File: config.mk
export PLATFORM = sky130hd
export DESIGN_NAME = io_uart
export DESIGN_NICKNAME = d
export VERILOG_FILES = /design/src/rtl/io_uart.sv
export SDC_FILE = /design/constraint.sdc
export NUM_CORES = 1
export LEC_CHECK = 0
export ABC_AREA = 1
export ABC_CLOCK_PERIOD_IN_PS = 2000
export CAP_MARGIN = 10
export CORE_MARGIN = 2
export CORE_UTILIZATION = 58
export CTS_CLUSTER_SIZE = 40
export DETAILED_ROUTE_END_ITERATION = 7
export GPL_ROUTABILITY_DRIVEN = 1
export PLACE_DENSITY = 0.81
export SETUP_SLACK_MARGIN = 0.3
export SYNTH_ARGS = -nofsm -noshare
export SYNTH_HDL_FRONTEND = slang
export SYNTH_SLANG_ARGS = --single-unit
File: constraint.sdc
create_clock -name clk -period 2 [get_ports clk]
set_input_delay 0.4 -clock clk [delete_from_list [all_inputs] [get_ports clk]]
set_output_delay 0.4 -clock clk [all_outputs]
set_load 0.02 [all_outputs]
File: src/rtl/io_uart.sv
// 8N1 UART endpoint bridging the core's io_o_*/io_i_* byte streams to the board pins.
// The TX and RX halves run independently. Every output comes straight from a flop.
module io_uart #(
  parameter int unsigned CLK_PER_BIT = 868
) (
  input  logic       clk,
  input  logic       nrst,
  input  logic [7:0] io_o_data,
  input  logic       io_o_valid,
  output logic       io_o_ready,
  output logic [7:0] io_i_data,
  output logic       io_i_valid,
  input  logic       io_i_ready,
  output logic       uart_txd,
  input  logic       uart_rxd,
  output logic       rx_overrun,
  output logic       rx_frame_err
);

  localparam int unsigned CW = (CLK_PER_BIT > 1) ? $clog2(CLK_PER_BIT) : 1;
  localparam logic [CW-1:0] BIT_LAST  = CW'(CLK_PER_BIT - 1);
  localparam logic [CW-1:0] HALF_LAST = CW'(CLK_PER_BIT / 2 - 1);

  typedef enum logic [1:0] {TX_IDLE, TX_START, TX_DATA, TX_STOP} tx_state_e;
  typedef enum logic [2:0] {RX_IDLE, RX_START, RX_DATA, RX_STOP, RX_WAIT_HIGH} rx_state_e;

  tx_state_e     tx_state_q, tx_state_d;
  logic [CW-1:0] tx_cnt_q, tx_cnt_d;
  logic [2:0]    tx_bit_q, tx_bit_d;
  logic [7:0]    tx_sh_q, tx_sh_d;
  logic          tx_ready_q, tx_ready_d;
  logic          txd_q, txd_d;

  always_comb begin
    tx_state_d = tx_state_q;
    tx_cnt_d   = tx_cnt_q;
    tx_bit_d   = tx_bit_q;
    tx_sh_d    = tx_sh_q;
    tx_ready_d = tx_ready_q;
    txd_d      = txd_q;
    case (tx_state_q)
      TX_IDLE: begin
        if (io_o_valid) begin
          tx_state_d = TX_START;
          tx_sh_d    = io_o_data;
          tx_cnt_d   = '0;
          tx_bit_d   = '0;
          txd_d      = 1'b0;
          tx_ready_d = 1'b0;
        end
      end
      TX_START: begin
        if (tx_cnt_q == BIT_LAST) begin
          tx_cnt_d   = '0;
          tx_state_d = TX_DATA;
          txd_d      = tx_sh_q[0];
        end else begin
          tx_cnt_d = tx_cnt_q + 1'b1;
        end
      end
      TX_DATA: begin
        if (tx_cnt_q == BIT_LAST) begin
          tx_cnt_d = '0;
          if (tx_bit_q == 3'd7) begin
            tx_state_d = TX_STOP;
            txd_d      = 1'b1;
          end else begin
            // txd is registered, so drive the bit that becomes LSB after this shift
            tx_bit_d = tx_bit_q + 3'd1;
            tx_sh_d  = {1'b0, tx_sh_q[7:1]};
            txd_d    = tx_sh_q[1];
          end
        end else begin
          tx_cnt_d = tx_cnt_q + 1'b1;
        end
      end
      TX_STOP: begin
        if (tx_cnt_q == BIT_LAST) begin
          tx_cnt_d   = '0;
          tx_state_d = TX_IDLE;
          tx_ready_d = 1'b1;
        end else begin
          tx_cnt_d = tx_cnt_q + 1'b1;
        end
      end
      default: tx_state_d = TX_IDLE;
    endcase
  end

  always_ff @(posedge clk or negedge nrst) begin
    if (!nrst) begin
      tx_state_q <= TX_IDLE;
      tx_cnt_q   <= '0;
      tx_bit_q   <= '0;
      tx_sh_q    <= '0;
      tx_ready_q <= 1'b1;
      txd_q      <= 1'b1;
    end else begin
      tx_state_q <= tx_state_d;
      tx_cnt_q   <= tx_cnt_d;
      tx_bit_q   <= tx_bit_d;
      tx_sh_q    <= tx_sh_d;
      tx_ready_q <= tx_ready_d;
      txd_q      <= txd_d;
    end
  end

  rx_state_e     rx_state_q, rx_state_d;
  logic [CW-1:0] rx_cnt_q, rx_cnt_d;
  logic [2:0]    rx_bit_q, rx_bit_d;
  logic [7:0]    rx_sh_q, rx_sh_d;
  logic          rx_meta_q, rx_meta_d, rx_sync_q, rx_sync_d;
  logic [7:0]    rx_data_q, rx_data_d;
  logic          rx_valid_q, rx_valid_d;
  logic          rx_ovr_q, rx_ovr_d;
  logic          rx_ferr_q, rx_ferr_d;
  logic          rx_done;

  always_comb begin
    rx_meta_d  = uart_rxd;
    rx_sync_d  = rx_meta_q;
    rx_state_d = rx_state_q;
    rx_cnt_d   = rx_cnt_q;
    rx_bit_d   = rx_bit_q;
    rx_sh_d    = rx_sh_q;
    rx_data_d  = rx_data_q;
    rx_valid_d = rx_valid_q;
    rx_ovr_d   = rx_ovr_q;
    rx_ferr_d  = 1'b0;
    rx_done    = 1'b0;
    case (rx_state_q)
      RX_IDLE: begin
        if (!rx_sync_q) begin
          rx_state_d = RX_START;
          rx_cnt_d   = '0;
        end
      end
      RX_START: begin
        if (rx_cnt_q == HALF_LAST) begin
          rx_cnt_d   = '0;
          rx_bit_d   = '0;
          rx_state_d = rx_sync_q ? RX_IDLE : RX_DATA;
        end else begin
          rx_cnt_d = rx_cnt_q + 1'b1;
        end
      end
      RX_DATA: begin
        if (rx_cnt_q == BIT_LAST) begin
          rx_cnt_d = '0;
          rx_sh_d  = {rx_sync_q, rx_sh_q[7:1]};
          if (rx_bit_q == 3'd7) rx_state_d = RX_STOP;
          else                  rx_bit_d   = rx_bit_q + 3'd1;
        end else begin
          rx_cnt_d = rx_cnt_q + 1'b1;
        end
      end
      RX_STOP: begin
        if (rx_cnt_q == BIT_LAST) begin
          rx_cnt_d = '0;
          if (rx_sync_q) begin
            rx_state_d = RX_IDLE;
            rx_done    = 1'b1;
          end else begin
            rx_ferr_d  = 1'b1;
            rx_state_d = RX_WAIT_HIGH;
          end
        end else begin
          rx_cnt_d = rx_cnt_q + 1'b1;
        end
      end
      RX_WAIT_HIGH: begin
        if (rx_sync_q) rx_state_d = RX_IDLE;
      end
      default: rx_state_d = RX_IDLE;
    endcase

    // A byte completing in the same cycle as a consume replaces the old one
    if (rx_done) begin
      if (!rx_valid_q || io_i_ready) begin
        rx_data_d  = rx_sh_q;
        rx_valid_d = 1'b1;
      end else begin
        rx_ovr_d = 1'b1;
      end
    end else if (rx_valid_q && io_i_ready) begin
      rx_valid_d = 1'b0;
    end
  end

  always_ff @(posedge clk or negedge nrst) begin
    if (!nrst) begin
      rx_meta_q  <= 1'b1;
      rx_sync_q  <= 1'b1;
      rx_state_q <= RX_IDLE;
      rx_cnt_q   <= '0;
      rx_bit_q   <= '0;
      rx_sh_q    <= '0;
      rx_data_q  <= '0;
      rx_valid_q <= 1'b0;
      rx_ovr_q   <= 1'b0;
      rx_ferr_q  <= 1'b0;
    end else begin
      rx_meta_q  <= rx_meta_d;
      rx_sync_q  <= rx_sync_d;
      rx_state_q <= rx_state_d;
      rx_cnt_q   <= rx_cnt_d;
      rx_bit_q   <= rx_bit_d;
      rx_sh_q    <= rx_sh_d;
      rx_data_q  <= rx_data_d;
      rx_valid_q <= rx_valid_d;
      rx_ovr_q   <= rx_ovr_d;
      rx_ferr_q  <= rx_ferr_d;
    end
  end

  assign io_o_ready   = tx_ready_q;
  assign uart_txd     = txd_q;
  assign io_i_data    = rx_data_q;
  assign io_i_valid   = rx_valid_q;
  assign rx_overrun   = rx_ovr_q;
  assign rx_frame_err = rx_ferr_q;

endmodule

# Yosys cells after proc, flatten, opt, wreduce, memory -nomap -nowiden

Index checks and enable logic that the tools add are counted.

Flip-flop bits (word level): 62
Bits in latches: 0
RAM bits: 0
Memory bits (read-only): 0
Input port bits: 13
Output and inout port bits: 13
Word-level logic and storage cells: 121
Memories: 0

Add/sub/neg operators: 4
Multipliers: 0
Divide/modulo/power cells: 0
$lt $le $gt $ge: 0
Equal/unequal tests: 26
Shift-type cells: 0
Muxes and demuxes: 50
Bitwise operators: 1
Reduce and logical (&&, ||, !) cells: 24

Operators by type and width:

| operator                | count |
|---|---|
| $mux W10                | 5 |
| $mux W3                 | 13 |
| $pmux W10 S3            | 1 |
| $ne A2 B2 Y1 const B    | 13 |
| $mux W8                 | 3 |
| $add A10 B1 Y10 const B | 2 |
| $eq A10 B10 Y1 const B  | 2 |
| $pmux W10 S2            | 1 |
| $pmux W8 S2             | 1 |
| $pmux W3 S5             | 1 |
| $mux W1                 | 14 |
| $mux W2                 | 6 |
| $pmux W3 S2             | 2 |
| $reduce_and A4 Y1       | 3 |
| $eq A10 B9 Y1 const B   | 1 |
| $reduce_and A2 Y1       | 5 |
| $eq A3 B3 Y1 const B    | 3 |
| $pmux W2 S4             | 1 |
| $reduce_bool A2 Y1      | 4 |
| $add A3 B1 Y3 const B   | 2 |
| $eq A3 B2 Y1 const B    | 2 |
| $reduce_and A6 Y1       | 1 |
| $reduce_bool A3 Y1      | 2 |
| $reduce_and A5 Y1       | 1 |
| other kinds (15)        | 16 |

# Depth between registers and ports, before layout

Gate-level depths: netlist (run 1).

Word-level depth: 5
Gate-level depth with buffers: 10
Mapped depth without buffers: 10

# Worst setup path before layout (run 1)

OpenSTA, ideal clock, no wires.

Path type: reg-to-reg
Start point: register tx_state_q[0]
End point: register tx_bit_q[0]
Setup time: 117 ps
Arrival: 1,420 ps
Required time: 1,883 ps
Path slack: 462 ps
Stages on the path, launching flop included: 9
Path buffers: 1
Clock period less this slack: 1,538 ps
Path through: dfrtp_1 -> inv_1 -> ha_1 -> inv_1 -> nor2_2 -> nor2_1 -> clkbuf_1 -> nand4_1 -> nand2_1

Longest elaborated chain between the ends: 3
Elaborated cells between the ends (all ways): 8
Classes of those cells: eq/ne: 4; mux: 1; reduce/logical: 3

RTL lines:

| element                                                             | RTL line | RTL |
|---|---|---|
| start: declaration                                                  | 27       | `tx_state_e tx_state_q, tx_state_d;` |
| start signal: assignment                                            | 99       | `tx_state_q <= tx_state_d;` |
| $eq A2 B2 Y1 or $logic_not A2 Y1 (tied branches)                    | 41       | `case (tx_state_q)` |
| $ne A2 B2 Y1 (no source line) or $reduce_bool A2 Y1 (tied branches) | --       |  |
| $reduce_and A4 Y1 (no source line)                                  | --       |  |
| end signal: assignment                                              | 101      | `tx_bit_q <= tx_bit_d;` |
| end: declaration                                                    | 29       | `logic [2:0] tx_bit_q, tx_bit_d;` |

Parallel ways exist; a longest one is shown, timed or not.
A chain may end at the register's enable or synchronous reset.

# Worst setup path in the final report (run 1)

Start point: register tx_state_q[1]
End point: register tx_cnt_q[9]

Longest elaborated chain between the ends: 3
Elaborated cells between the ends (all ways): 7
Classes of those cells: eq/ne: 4; mux: 1; reduce/logical: 2

RTL lines:

| element                                      | RTL line | RTL |
|---|---|---|
| $eq A2 B2 Y1 or $eq A2 B1 Y1 (tied branches) | 41       |  |
| $reduce_or A3 Y1 (no source line)            | --       |  |
| $pmux W10 S2                                 | 41       |  |
| end signal: assignment                       | 100      | `tx_cnt_q <= tx_cnt_d;` |
| end: declaration                             | 28       | `logic [CW-1:0] tx_cnt_q, tx_cnt_d;` |

Parallel ways exist; a longest one is shown, timed or not.

==> results.json, run 1 <==
{
  "dp_cells": 549,
  "final-max-slew-violation-count": 0,
  "netlist_instances": 450,
  "dp_hpwl_mm": 4.826,
  "synth_top_area_cell": "dfrtp_1",
  "worstPathMaxFanout": 7,
  "rsz0062_at_grt": "yes",
  "cts_tree": "yes",
  "fin_skew_ns": 0.007364,
  "num_vias": 3027,
  "max-cap-violations": 0,
  "fin_crit_sh": 0.8023,
  "crit_end": "tx_cnt_q[9]",
  "avgViaCountPerCell": 5.311,
  "n_antenna_cell": 0,
  "synth.area.mux_share": 0,
  "max-slew-margin-rel": 0.7821,
  "fin_nets": 518,
  "wl_per_cell_um": 12.06,
  "ys_warn_count": 0,
  "hold_viol": 0,
  "power.leakage_nw": 2.238,
  "power-per-cell-area_mw_per_mm2": 903.9,
  "antenna_found_initial": 0,
  "clockBufferDepth": 2,
  "status": "finished, final reports clean",
  "synth_area_leaders": "dfrtp_1, nand2_1, inv_1, nor2_1, nand3_1",
  "synth_top_family_by_area": "simple AND/OR/NAND/NOR gates",
  "async_reset_ff_frac": 1.000,
  "root_buffer": "clkbuf_8",
  "grt_pass1_wl_mm": 12.36,
  "drive_gt1_frac": 0.1285,
  "fmax_mhz": 623.2,
  "final_antenna_net_count": 0,
  "setup_viol": 0,
  "synth_compound_area_frac": 0.04755,
  "wl_mm": 6.875,
  "areaGrowthSynthToFinish_pct": 19.39,
  "syn-num-nets": 475,
  "synthSimpleGateAreaFrac": 0.3609,
  "startpoint": "tx_state_q[1]",
  "finalSetupTns_ns": 0,
  "rows": 27,
  "synth-seq-cells": 62,
  "peakVddDrop_uv": 820.2,
  "grt_overflow": 0,
  "globalRouteTotalUtil": 0.2459,
  "cts_sinks": 62,
  "grt_pass1_vias": 2884,
  "hp-class": "in -> async",
  "layout_common_cells": "nand2_1, dfrtp_1, inv_1",
  "r2r-end": "tx_cnt_q[9]",
  "clk_pin_slew_ns": 0.06,
  "fp.dieArea_mm2": 0.006480,
  "synthAdderAreaFrac": 0.04423,
  "r2r-start": "tx_state_q[1]",
  "fin_crit_ns": 1.605,
  "crit_type": "reg -> reg",
  "synthXorXnorAreaFrac": 0.01032,
  "ios": 26,
  "portBuffers": 25,
  "drt_iter0_drc": 169,
  "start_util": 0.6090,
  "cp.required_ns": 2.22,
  "worstMarginPinSlew_ns": 0.3265,
  "final_cell_count_no_fill": 570,
  "r2r_setup_slack_ns": 0.40,
  "grt_max_degree": 63,
  "arrival_ns": 1.83,
  "yosysUniqueCellTypes": 35,
  "holdBufCountCts": 0,
  "cts_max_level": 3,
  "cts_buffers": 9,
  "drc": 0,
  "avgSynthCellArea_um2": 7.543,
  "dr.pass1.iters": 4,
  "clk-insertion-delay-late_ns": 0.33,
  "ff2ff_path_depth": 10,
  "ys_seq_area_frac": 0.4585,
  "synth_flop_cell": "dfrtp_1",
  "synth-edff-count": 0,
  "finish.utilization": 0.7270,
  "endpoint_kind": "flop",
  "finalWeightedCongestion": 0.8808,
  "chipWidth_um": 80.50,
  "synth_top_area_share": 0.4276,
  "die_height_um": 80.50,
  "worstSetupStartpointType": "flop",
  "coreArea_mm2": 0.005574,
  "syn_area_mm2": 0.003395,
  "layout_commonest_cell": "nand2_1"
}
==> stage by stage <==
stage / setup WS, ns / hold WS [ns] / total power [mW] / cell area [um^2]
2_1_floorplan: 0.4623 / 0.1044 / 2.331 / 3395
3_3_place_gp: 0.1676 / 0.3551 / 2.593 / 3769
3_5_place_dp: 0.1271 / 0.3522 / 2.639 / 3769
4_1_cts: 0.3029 / 0.06616 / 3.612 / 3970
5_1_grt: 0.2231 / 0.07293 / 3.941 / 4053
6_report: 0.3955 / 0.05757 / 3.663 / 4053
==> worst max-delay path, stage by stage, from the launching register on <==
cell and delay (ns):
dfrtp_1 0.39, inv_1 0.10, ha_1 0.22, inv_1 0.10, nor2_4 0.06, nor2_2 0.18
nand3_1 0.16, nor2_2 0.13, nand2_1 0.06, nand2_1 0.05, nor2_1 0.05
==> per-layer routing <==
| metal | up-vias | global-route usage | wire length [um] | part of all wire |
|---|---|---|---|---|
| li1 | 1520 | - | - | - |
| met1 | 1427 | 0.3089 | 3164 | 0.46 |
| met2 | 68 | 0.3967 | 3297 | 0.48 |
| met3 | 12 | 0.05730 | 280 | 0.041 |
| met4 | 0 | 0.1237 | 133 | 0.019 |
| met5 | - | 0 | 0 | 0 |
==> synth_stat cells (2+ instances only) <==
master / count
nor2_4: 2
dfstp_2: 4
nand2_2: 2
nand2_1: 142
o21ai_0: 6
nand3_1: 35
inv_1: 54
clkinv_1: 2
buf_2: 3
nor2_2: 4
nor3b_1: 2
or2_1: 2
o22ai_1: 2
nor2_1: 50
xor2_1: 3
dfrtp_1: 58
a21oi_1: 9
nand4_1: 23
nor3_1: 7
o21ai_1: 5
ha_1: 12
inv_2: 10
==> where the power goes <==
group,total [mW],leakage (nW),internal (mW),switching [mW]
combinational,1.17,1.34,0.447,0.726
clock,0.956,0.0877,0.518,0.439
sequential,1.53,0.811,1.42,0.111
==> area by class of cell <==
class                           instances  area, um^2
Fill cell                             437        1521
Multi-Input combinational cell        318        1634
Sequential cell                        62        1558
Inverter                               66       247.7
Timing Repair Buffer                   36       351.6
Clock buffer                           15       166.4
Tap cell                               72       90.09
Clock inverter                          1       5.005
==> logic make-up (layout without fill, tap and decap cells) <==
| family | after synthesis | count (layout) |
|---|---|---|
| and+or+nand+nor | 275 | 275 |
| buffers and inverters | 70 | 118 |
| DFF | 62 | 62 |
| AOI/OAI and AO/OA | 27 | 27 |
| adders and majority gates | 12 | 12 |
| xor gates and xnor gates | 4 | 4 |
==> flip-flops by register name, indices dropped and copies added (netlist names) <==
register	cells
rx_sh_q	8
rx_overrun	1
rx_sync_q	1
tx_sh_q	8
io_i_data	8
tx_cnt_q	10
tx_state_q	2
io_i_valid	1
uart_txd	1
rx_cnt_q	10
rx_state_q	3
rx_frame_err	1
io_o_ready	1
rx_meta_q	1
tx_bit_q	3
rx_bit_q	3
==> worst min path at each step <==
stage / from / endpoint / slack [ns] / cells after the start
finish: nrst / io_i_data[6] / 0.06 / 2
global route: nrst / io_i_data[7] / 0.07 / 2
CTS: nrst / io_i_data[6] / 0.07 / 2
detailed placement: rx_meta_q / rx_sync_q / 0.35 / 0
global placement: rx_meta_q / rx_sync_q / 0.36 / 0
floorplan: nrst / io_i_data[0] / 0.10 / 0
==> what timing repair did <==
item	in CTS	in global routing
pin swaps	2	2
gates resized for setup	13	15
endpoints found under the setup margin	30	50
buffers inserted	1	4
(Power assumes the default switching activity.)
==> run 2, diff against run 1 <==
--- a/config.mk
+++ b/config.mk
@@ -6,14 +6,14 @@
 export NUM_CORES = 1
 export LEC_CHECK = 0
 export ABC_AREA = 1
-export ABC_CLOCK_PERIOD_IN_PS = 2000
+export ABC_CLOCK_PERIOD_IN_PS = 1300
 export CAP_MARGIN = 10
 export CORE_MARGIN = 2
-export CORE_UTILIZATION = 58
+export CORE_UTILIZATION = 53
 export CTS_CLUSTER_SIZE = 40
 export DETAILED_ROUTE_END_ITERATION = 7
 export GPL_ROUTABILITY_DRIVEN = 1
-export PLACE_DENSITY = 0.81
+export PLACE_DENSITY = 0.78
 export SETUP_SLACK_MARGIN = 0.3
 export SYNTH_ARGS = -nofsm -noshare
 export SYNTH_HDL_FRONTEND = slang
==> constraint.sdc (replaced) <==
create_clock -name clk -period 1.3 [get_ports clk]
set_input_delay 0.26 -clock clk [delete_from_list [all_inputs] [get_ports clk]]
set_output_delay 0.26 -clock clk [all_outputs]
set_load 0.02 [all_outputs]
==> results.json, run 2 (synthesized netlist as in run 1, its figures left out) <==
{
  "status": "finished with violations",
  "violations": "setup timing",
  "root_buffer": "clkbuf_8",
  "r2r-start": "tx_state_q[0]",
  "avgViaCountPerCell": 5.658,
  "fmax_mhz": 610.7,
  "num_vias": 3695,
  "arrival_ns": 1.94,
  "max-cap-violations": 0,
  "hold_viol": 0,
  "worstSetupStartpointType": "flop",
  "slowest_stage": "dfrtp_1",
  "clk-insertion-delay-late_ns": 0.37,
  "path_cells": "inv_2 > ha_2 > nor2_2 > nor2_2 > buf_6 > nand4_1 > nand2_1",
  "die_height_um": 84.03,
  "holdPathStages": 1,
  "finalSetupTns_ns": -9.593,
  "final_cell_count_no_fill": 653,
  "drc": 0,
  "hp-class": "in -> reg",
  "worstMarginPinSlew_ns": 0.3475,
  "ff_latch_area_mm2": 0.001563,
  "r2r-end": "tx_sh_q[1]",
  "place_ws_ns": -0.2447,
  "chipWidth_um": 84.03,
  "clockBufferDepth": 2,
  "max-slew-margin-rel": 0.7683,
  "rsz0062_at_grt": "yes",
  "n_antenna_cell": 0,
  "layout_common_cells": "nand2_1, buf_4, dfrtp_1",
  "grt_pass1_wl_mm": 16.35,
  "nFillCells": 342,
  "setup_ws_ns": -0.3375,
  "min_to": "rx_meta_q",
  "hold_start": "uart_rxd",
  "worstPathMaxFanout": 11,
  "grt_max_degree": 63,
  "portBuffers": 25,
  "rows": 29,
  "cpMostUsedCell": "nor2_2",
  "clk_pin_slew_ns": 0.09,
  "cts_sinks": 62,
  "fin_crit_sh": 1.260,
  "wl_per_cell_um": 16.77,
  "multi_input_area_mm2": 0.001974,
  "reg_top3": "rx_cnt_q (10), tx_cnt_q (10)",
  "cp.required_ns": 1.61,
  "fin_skew_ns": 0.01761,
  "dr.pass1.iters": 5,
  "grt_pass1_vias": 3621,
  "fin_nets": 596,
  "ios": 26,
  "power-per-cell-area_mw_per_mm2": 1425,
  "cts_buffers": 9,
  "cts_tree": "yes",
  "power.leakage_nw": 2.606,
  "final_antenna_net_count": 0,
  "drive_gt1_frac": 0.3958,
  "coreArea_mm2": 0.006277,
  "finish.utilization": 0.8118,
  "dp_cells": 613,
  "antenna_found_initial": 0,
  "wl_mm": 10.95,
  "fp.dieArea_mm2": 0.007061,
  "final-max-slew-violation-count": 0,
  "endpoint_kind": "flop",
  "max_stage_delay_ns": 0.39,
  "finalWeightedCongestion": 0.8905,
  "grt_overflow": 0,
  "ff2ff_path_depth": 7,
  "areaGrowthSynthToFinish_pct": 50.13,
  "crit_type": "reg -> reg",
  "fin_crit_ns": 1.638,
  "drt_iter0_drc": 385,
  "start_util": 0.5408,
  "setup_viol": 58,
  "r2r_setup_slack_ns": -0.34,
  "peakVddDrop_uv": 1631,
  "dp_hpwl_mm": 5.745,
  "layout_commonest_cell": "nand2_1",
  "cts_max_level": 3,
  "globalRouteTotalUtil": 0.2877
}
==> run 2: how the worst max path moves through the flow <==
| stage | from | endpoint | slack, ns | cells past startpoint |
|---|---|---|---|---|
| 2_1_floorplan | rx_cnt_q[0] | io_i_data[0] | -0.09 | 7 |
| 3_3_place_gp | io_o_valid | tx_sh_q[0] | -0.20 | 6 |
| 3_5_place_dp | io_o_valid | tx_sh_q[4] | -0.24 | 6 |
| 4_1_cts | tx_state_q[1] | tx_cnt_q[9] | -0.14 | 11 |
| 5_1_grt | tx_state_q[0] | tx_bit_q[2] | -0.38 | 7 |
| 6_report | tx_state_q[0] | tx_sh_q[1] | -0.34 | 7 |
==> run 2: routing by layer <==
metal / vias to the layer above / track usage / share of wire / wire (um)
met5: - / 0 / 0 / 0
met4: 0 / 0.1232 / 0.043 / 472
met1: 1768 / 0.3361 / 0.38 / 4179
met3: 55 / 0.07221 / 0.060 / 658
li1: 1671 / - / - / -
met2: 201 / 0.4993 / 0.51 / 5639
==> run 2: layout make-up <==
type / count / share of cell area
inverters: 66 / 0.04959
multi-input cells: 319 / 0.3874
clock inverters: 7 / 0.01890
flip-flops and latches: 62 / 0.3067
well taps: 77 / 0.01890
repair buffers: 113 / 0.1942
clock buffers: 9 / 0.02431
==> run 2: worst max-delay path: cells and delay by family (launching register included) <==
family                   cells  cell delay (ns)
AND/OR/NAND/NOR              4             0.63
adder cells (fa/ha/maj)      1             0.26
buffers and inverters        2             0.29
flip-flops                   1             0.39
==> run 2: timing repair <==
item                                   CTS  global route
gates resized for setup                131            34
hold buffers                             1             0
cloned                                   1             1
setup buffers                           10            11
setup endpoints to repair               73            73
endpoints found under the hold margin   58             0
pin swaps                               21            19
==> run 2: through the flow <==
step           power, mW  instance area, um^2  hold WS (ns)
2_1_floorplan      3.841                 3528      -0.03559
3_3_place_gp       4.516                 4333        0.2953
3_5_place_dp       4.615                 4333        0.2974
4_1_cts            6.852                 4892        0.3062
5_1_grt            7.569                 5096        0.3039
6_report           7.263                 5096        0.3036
==> run 2: report_power, final <==
part / internal (mW) / switching [mW] / total [mW]
clock network: 1.08 / 0.890 / 1.97
registers: 2.19 / 0.173 / 2.36
logic: 1.30 / 1.64 / 2.93
